===== src/rtl/turn_controller.sv =====
// turn_controller: referee for a two-player tic-tac-toe game fed by X and O move request streams.
// Latency: a legal move lands on the board at its transfer edge; turn toggle or game_over one edge later.
// Backpressure: only the player to move sees ready, and never while start is high; the other stream is ignored.
// Optional feature: define TTT_TIMEOUT_EN to forfeit a turn after TIMEOUT_CYCLES idle WAIT_MOVE cycles.
module turn_controller #(
  parameter int TIMEOUT_CYCLES = 16
) (
  input  logic        clock,
  input  logic        reset_n,
  input  logic        start,
  input  logic        x_valid,
  input  logic [3:0]  x_cell,
  output logic        x_ready,
  input  logic        o_valid,
  input  logic [3:0]  o_cell,
  output logic        o_ready,
  output logic [17:0] board,
  output logic [1:0]  turn,
  output logic        move_err,
  output logic        timeout,
  output logic        game_over,
  output logic [1:0]  winner
);

  typedef enum logic [1:0] {
    ST_IDLE      = 2'd0,
    ST_WAIT_MOVE = 2'd1,
    ST_CHECK     = 2'd2,
    ST_OVER      = 2'd3
  } state_t;

  localparam logic [1:0] PL_NONE   = 2'd0;
  localparam logic [1:0] PL_X      = 2'd1;
  localparam logic [1:0] PL_O      = 2'd2;
  localparam logic [1:0] CELL_BAD  = 2'd3;
  localparam logic [3:0] MAX_MOVES = 4'd9;

  state_t      state_q, state_d;
  logic [17:0] board_q, board_d;
  logic [1:0]  turn_q, turn_d;
  logic [3:0]  move_cnt_q, move_cnt_d;
  logic [1:0]  winner_q, winner_d;
  logic        game_over_q, game_over_d;
  logic        move_err_q, move_err_d;

  logic        mover_ready;
  logic        act_valid;
  logic [3:0]  act_cell;
  logic [1:0]  cell_code;
  logic        xfer;
  logic        legal;
  logic        illegal;
  logic        line_won;
  logic        board_full;
  logic [1:0]  other_player;

  // True when player p holds any of the eight winning lines on board b.
  function automatic logic owns_line(input logic [17:0] b, input logic [1:0] p);
    logic [8:0] m;
    for (int k = 0; k < 9; k++) begin
      m[k] = (b[2*k +: 2] == p);
    end
    owns_line = (m[0] & m[1] & m[2]) |
                (m[3] & m[4] & m[5]) |
                (m[6] & m[7] & m[8]) |
                (m[0] & m[3] & m[6]) |
                (m[1] & m[4] & m[7]) |
                (m[2] & m[5] & m[8]) |
                (m[0] & m[4] & m[8]) |
                (m[2] & m[4] & m[6]);
  endfunction

`ifdef TTT_TIMEOUT_EN
  // Counter only needs to reach TIMEOUT_CYCLES-1 before it wraps back to zero.
  localparam int TW = (TIMEOUT_CYCLES > 1) ? $clog2(TIMEOUT_CYCLES) : 1;
  localparam logic [TW-1:0] TMO_LAST = TW'(TIMEOUT_CYCLES - 1);

  logic [TW-1:0] tmo_cnt_q, tmo_cnt_d;
  logic          timeout_q, timeout_d;
  logic          expire;
`endif

  // Ready is combinational so a mover can transfer in the first WAIT_MOVE cycle.
  always_comb begin
    mover_ready = (state_q == ST_WAIT_MOVE) && !start;
    x_ready     = mover_ready && (turn_q == PL_X);
    o_ready     = mover_ready && (turn_q == PL_O);
  end

  // Select the request of whoever is to move; the other stream never reaches the datapath.
  always_comb begin
    act_valid = 1'b0;
    act_cell  = 4'd0;
    if (turn_q == PL_X) begin
      act_valid = x_valid;
      act_cell  = x_cell;
    end else if (turn_q == PL_O) begin
      act_valid = o_valid;
      act_cell  = o_cell;
    end
  end

  // Look up the requested cell; indices past 8 read as occupied so they fall out as illegal.
  always_comb begin
    cell_code = CELL_BAD;
    for (int k = 0; k < 9; k++) begin
      if (act_cell == 4'(k)) begin
        cell_code = board_q[2*k +: 2];
      end
    end
  end

  // Transfer qualification and end-of-game conditions evaluated on the registered board.
  always_comb begin
    xfer         = act_valid && mover_ready;
    legal        = xfer && (cell_code == PL_NONE);
    illegal      = xfer && (cell_code != PL_NONE);
    line_won     = owns_line(board_q, turn_q);
    board_full   = (move_cnt_q == MAX_MOVES);
    other_player = (turn_q == PL_X) ? PL_O : PL_X;
  end

`ifdef TTT_TIMEOUT_EN
  // A turn expires only on a cycle with no transfer at all; a legal move on the last cycle wins.
  always_comb begin
    expire = (state_q == ST_WAIT_MOVE) && !start && !xfer && (tmo_cnt_q == TMO_LAST);
  end
`endif

  // State register.
  always_ff @(posedge clock or negedge reset_n) begin
    if (!reset_n) begin
      state_q <= ST_IDLE;
    end else begin
      state_q <= state_d;
    end
  end

  // Next-state logic: start restarts from any state; CHECK is always a single cycle.
  always_comb begin
    state_d = state_q;
    if (start) begin
      state_d = ST_WAIT_MOVE;
    end else begin
      case (state_q)
        ST_WAIT_MOVE: begin
          if (legal) begin
            state_d = ST_CHECK;
          end
        end
        ST_CHECK: begin
          if (line_won || board_full) begin
            state_d = ST_OVER;
          end else begin
            state_d = ST_WAIT_MOVE;
          end
        end
        default: state_d = state_q;
      endcase
    end
  end

  // Output/datapath next values: board write, move counting, judging and pulses.
  always_comb begin
    board_d     = board_q;
    turn_d      = turn_q;
    move_cnt_d  = move_cnt_q;
    winner_d    = winner_q;
    game_over_d = game_over_q;
    move_err_d  = 1'b0;
`ifdef TTT_TIMEOUT_EN
    tmo_cnt_d   = tmo_cnt_q;
    timeout_d   = 1'b0;
`endif
    if (start) begin
      board_d     = '0;
      turn_d      = PL_X;
      move_cnt_d  = '0;
      winner_d    = PL_NONE;
      game_over_d = 1'b0;
`ifdef TTT_TIMEOUT_EN
      tmo_cnt_d   = '0;
`endif
    end else begin
      case (state_q)
        ST_WAIT_MOVE: begin
          if (legal) begin
            for (int k = 0; k < 9; k++) begin
              if (act_cell == 4'(k)) begin
                board_d[2*k +: 2] = turn_q;
              end
            end
            if (move_cnt_q < MAX_MOVES) begin
              move_cnt_d = move_cnt_q + 4'd1;
            end
          end else if (illegal) begin
            move_err_d = 1'b1;
          end
`ifdef TTT_TIMEOUT_EN
          if (xfer) begin
            tmo_cnt_d = '0;
          end else if (expire) begin
            tmo_cnt_d = '0;
            turn_d    = other_player;
            timeout_d = 1'b1;
          end else begin
            tmo_cnt_d = tmo_cnt_q + TW'(1);
          end
`endif
        end
        ST_CHECK: begin
          if (line_won) begin
            winner_d    = turn_q;
            game_over_d = 1'b1;
            turn_d      = PL_NONE;
          end else if (board_full) begin
            winner_d    = PL_NONE;
            game_over_d = 1'b1;
            turn_d      = PL_NONE;
          end else begin
            turn_d = other_player;
          end
`ifdef TTT_TIMEOUT_EN
          tmo_cnt_d = '0;
`endif
        end
        default: begin
          // IDLE and OVER hold everything until the next start.
        end
      endcase
    end
  end

  // Registered game state and output pulses.
  always_ff @(posedge clock or negedge reset_n) begin
    if (!reset_n) begin
      board_q     <= '0;
      turn_q      <= PL_NONE;
      move_cnt_q  <= '0;
      winner_q    <= PL_NONE;
      game_over_q <= 1'b0;
      move_err_q  <= 1'b0;
    end else begin
      board_q     <= board_d;
      turn_q      <= turn_d;
      move_cnt_q  <= move_cnt_d;
      winner_q    <= winner_d;
      game_over_q <= game_over_d;
      move_err_q  <= move_err_d;
    end
  end

`ifdef TTT_TIMEOUT_EN
  // Turn-forfeit timer and its one-cycle pulse.
  always_ff @(posedge clock or negedge reset_n) begin
    if (!reset_n) begin
      tmo_cnt_q <= '0;
      timeout_q <= 1'b0;
    end else begin
      tmo_cnt_q <= tmo_cnt_d;
      timeout_q <= timeout_d;
    end
  end

  assign timeout = timeout_q;
`else
  assign timeout = 1'b0;
`endif

  assign board     = board_q;
  assign turn      = turn_q;
  assign move_err  = move_err_q;
  assign game_over = game_over_q;
  assign winner    = winner_q;

endmodule


===== config.mk =====
export PLATFORM = sky130hd
export DESIGN_NAME = turn_controller
export DESIGN_NICKNAME = d
export VERILOG_FILES = /design/src/rtl/turn_controller.sv
export SDC_FILE = /design/constraint.sdc
export NUM_CORES = 1
export LEC_CHECK = 0
export CORE_AREA = 3 3 69 71
export CTS_BUF_LIST = sky130_fd_sc_hd__clkbuf_16
export DETAILED_ROUTE_END_ITERATION = 10
export DIE_AREA = 0 0 72 74
export GPL_TIMING_DRIVEN = 1
export PLACE_DENSITY = 0.8
export SYNTH_ARGS = -nofsm -noshare
export SYNTH_HDL_FRONTEND = slang
export SYNTH_SLANG_ARGS = --single-unit

===== constraint.sdc =====
create_clock -name clock -period 3.5 [get_ports clock]
set_input_delay 0.7 -clock clock [delete_from_list [all_inputs] [get_ports clock]]
set_output_delay 0.7 -clock clock [all_outputs]
set_load 0.1 [all_outputs]

==> results.py <==
metrics = {
    "setup_path": {
        "cpLargestDelayFamily": "buffers and inverters",
        "cp_cell_sequence": "clkdlybuf4s50_1 > or3b_2 > nor2_1 > buf_12",
        "r2r-start": "turn[0]",
        "arrival_ps": 2310,
        "worstPathRequired_ps": 2800,
        "max_stage_delay_ps": 620,
        "critPathKind": "in -> out",
        "critPathBufInv": 2,
        "crit_path_end_kind": "output pin",
        "cp_slowest_cell": "clkdlybuf4s50_1",
        "crit_fanout": 11,
        "start_kind": "input pin",
        "critPathLaunch": "start",
    },
    "sta": {
        "worstMarginPinSlew_ps": 970,
        "fin_skew_ps": 4.12,
        "relSlewSlack_pct": 35.2,
        "fin_crit_sh_pct": 86.1,
        "final-max-slew-violation-count": 0,
        "fin_ws_ps": 487,
        "rsz0062_at_grt": "false",
        "fin_crit_ps": 3010,
        "tns_ps": 0,
        "fmax_ghz": 0.332,
        "hold_viol": 0,
        "setup_viol": 0,
    },
    "global_routing": {
        "grt_usage_pct": 24.8,
        "antenna_found_initial": 0,
        "grt_first_pass_wirelength_um": 10100,
        "gr-total-overflow": 0,
        "grt_pass1_vias": 2001,
        "grt_max_degree": 31,
    },
    "synthesis": {
        "ys_warn_count": 0,
        "ys_types": 57,
        "synth.avg_cell_area_um2": 8.15,
        "ys_seq_area_share_pct": 33.2,
        "ys_ff_latch": 30,
        "syn_area_um2": 2260,
        "synthFlopType": "dfrtp_1",
        "synth_edf_count": 0,
        "ys_async_sr_fraction_pct": 100,
        "syn_nets": 293,
        "synth_cells": 277,
    },
    "run_status": {
        "outcome": "completed",
    },
    "clocking": {
        "cts_tree": "built",
        "cts_setup_buffers": 0,
        "cts_hold_buffers": 0,
        "cts_buffers": 5,
        "cts_max_path_buffers": 2,
        "clkLatencyLatePin_ps": 270,
        "cts.htree.levels": 2,
        "post_cts_resize_count": 0,
        "clock-sinks": 30,
        "clockRootBuffer": "clkbuf_16",
        "clkSlewWorstSetupHoldPaths_ps": 50,
    },
    "layout": {
        "final_nets": 329,
        "fillers": 375,
        "final-seq-area_um2": 751,
        "final_cell_mix": "dfrtp_1, buf_4, inv_1, nor2_1, nand2_1",
        "antenna_cells": 0,
        "final_common_cell": "dfrtp_1",
        "drive_gt1_share_pct": 14.6,
        "area_growth_pct": 22.8,
        "multi_input_area_um2": 1340,
    },
    "flow_run": {
        "drv_cap": 0,
    },
    "die": {
        "rows": 24,
        "die_x_um": 72,
        "initial_core_util_pct": 52.6,
        "dieArea_um2": 5330,
        "num_io_pins": 40,
        "coreArea_um2": 4290,
        "die_h_um": 74,
    },
    "route": {
        "avgRoutedWirePerCell_um": 16.8,
        "wl_um": 6170,
        "vias": 2242,
        "drc": 0,
        "vias_per_cell": 6.13,
        "ant_nets": 0,
        "first_iter_violations": 156,
        "dr.pass1.iters": 5,
    },
    "pwr": {
        "switchingPower_mw": 0.249,
        "comb_power_share_pct": 17.0,
        "p_clk_share_pct": 43.4,
        "leakage_nw": 1.20,
        "p_seq_share_pct": 39.6,
        "power.density_nw_per_um2": 328,
        "switching_share_pct": 27.4,
        "ir_drop_v": 0.000271,
        "power.internal_mw": 0.660,
    },
    "placed_design": {
        "dp_hpwl_um": 4640,
        "dpl_worst_slack_ps": 382,
        "io_buffers": 38,
        "place_congestion": 0.883,
    },
    "worst_hold_path": {
        "min_path_type": "reg -> reg",
        "min_from": "game_over",
    },
}
==> power groups by stage <==
stage          Clock, mW  Combinational, mW  Sequential (mW)
3_5_place_dp           0              0.154            0.365
4_1_cts            0.400              0.154            0.360
3_3_place_gp           0              0.153            0.365
6_report           0.395              0.155            0.360
5_1_grt            0.420              0.166            0.361
2_1_floorplan          0             0.0733            0.392
==> cell type report <==
cell class	count	share of cell area (%)
sequential	30	27.1
inverter	22	2.98
timing repair buffer	45	14.5
tap	52	2.35
clock inverter	3	0.451
clock buffer	5	4.51
multi-input combinational	209	48.1
==> cells in the mapped netlist, types with 7 or more instances <==
cell,instances,share of area [%]
dfrtp_1,30,33
inv_1,22,3.7
nor2_1,22,3.7
nand2_1,20,3.3
o22ai_1,19,5.3
and3_1,16,4.4
nor3_1,15,3.3
a21oi_1,14,3.1
nand2b_1,7,1.9
nand3_1,7,1.6
o21ai_0,7,1.6
==> worst paths after layout <==
path | to | slack [ps] | cells after the start
hold reg to reg | game_over | 510 | 2
max in group asynchronous | board[13] | 2400 | 2
setup / recovery | x_ready | 490 | 4
min in group asynchronous | winner[1] | 810 | 2
hold / removal | game_over | 510 | 2
setup reg to reg | move_cnt_q[2] | 830 | 6
==> stage by stage <==
step | instance area [um2] | hold WS, ps | instances | util (%) | total power [mW]
3_3_place_gp | 2640 | 507 | 358 | 61.4 | 0.518
6_report | 2770 | 508 | 366 | 64.6 | 0.910
4_1_cts | 2770 | 517 | 366 | 64.6 | 0.914
2_1_floorplan | 2260 | 404 | 277 | - | 0.466
5_1_grt | 2770 | 545 | 366 | 64.6 | 0.946
3_5_place_dp | 2640 | 510 | 358 | 61.4 | 0.519
==> metal layers <==
metal / global-route usage [%] / share of wire [%]
met2: 38.6 / 47
met1: 33.9 / 44
met3: 5.54 / 6.4
met5: 0 / 0
met4: 9.60 / 2.1
==> state kept, by name, indices dropped and copies added (netlist names) <==
signal,count
board,18
game_over,1
move_cnt_q,4
move_err,1
state_q,2
turn,2
winner,2
==> cells by family (layout without fill, tap and decap cells) <==
logic type | Yosys count | after routing | synth area share, %
fa+ha+maj | 3 | 3 | 1.66
compound gates | 80 | 80 | 26.0
mux | 3 | 3 | 1.44
xor+xnor | 6 | 6 | 2.33
simple gates | 116 | 116 | 27.5
buf+inv | 38 | 75 | 7.65
other cells | 1 | 1 | 0.166
flops | 30 | 30 | 33.2
==> worst register-to-register path: cells and delay by family (launching register included) <==
family,cells,cell delay [ps]
multiplexers,1,340
AO/OA/AOI/OAI,4,1200
flip-flops,1,710
AND/OR/NAND/NOR,1,310
Note: power is estimated with default switching activity, not from simulation.
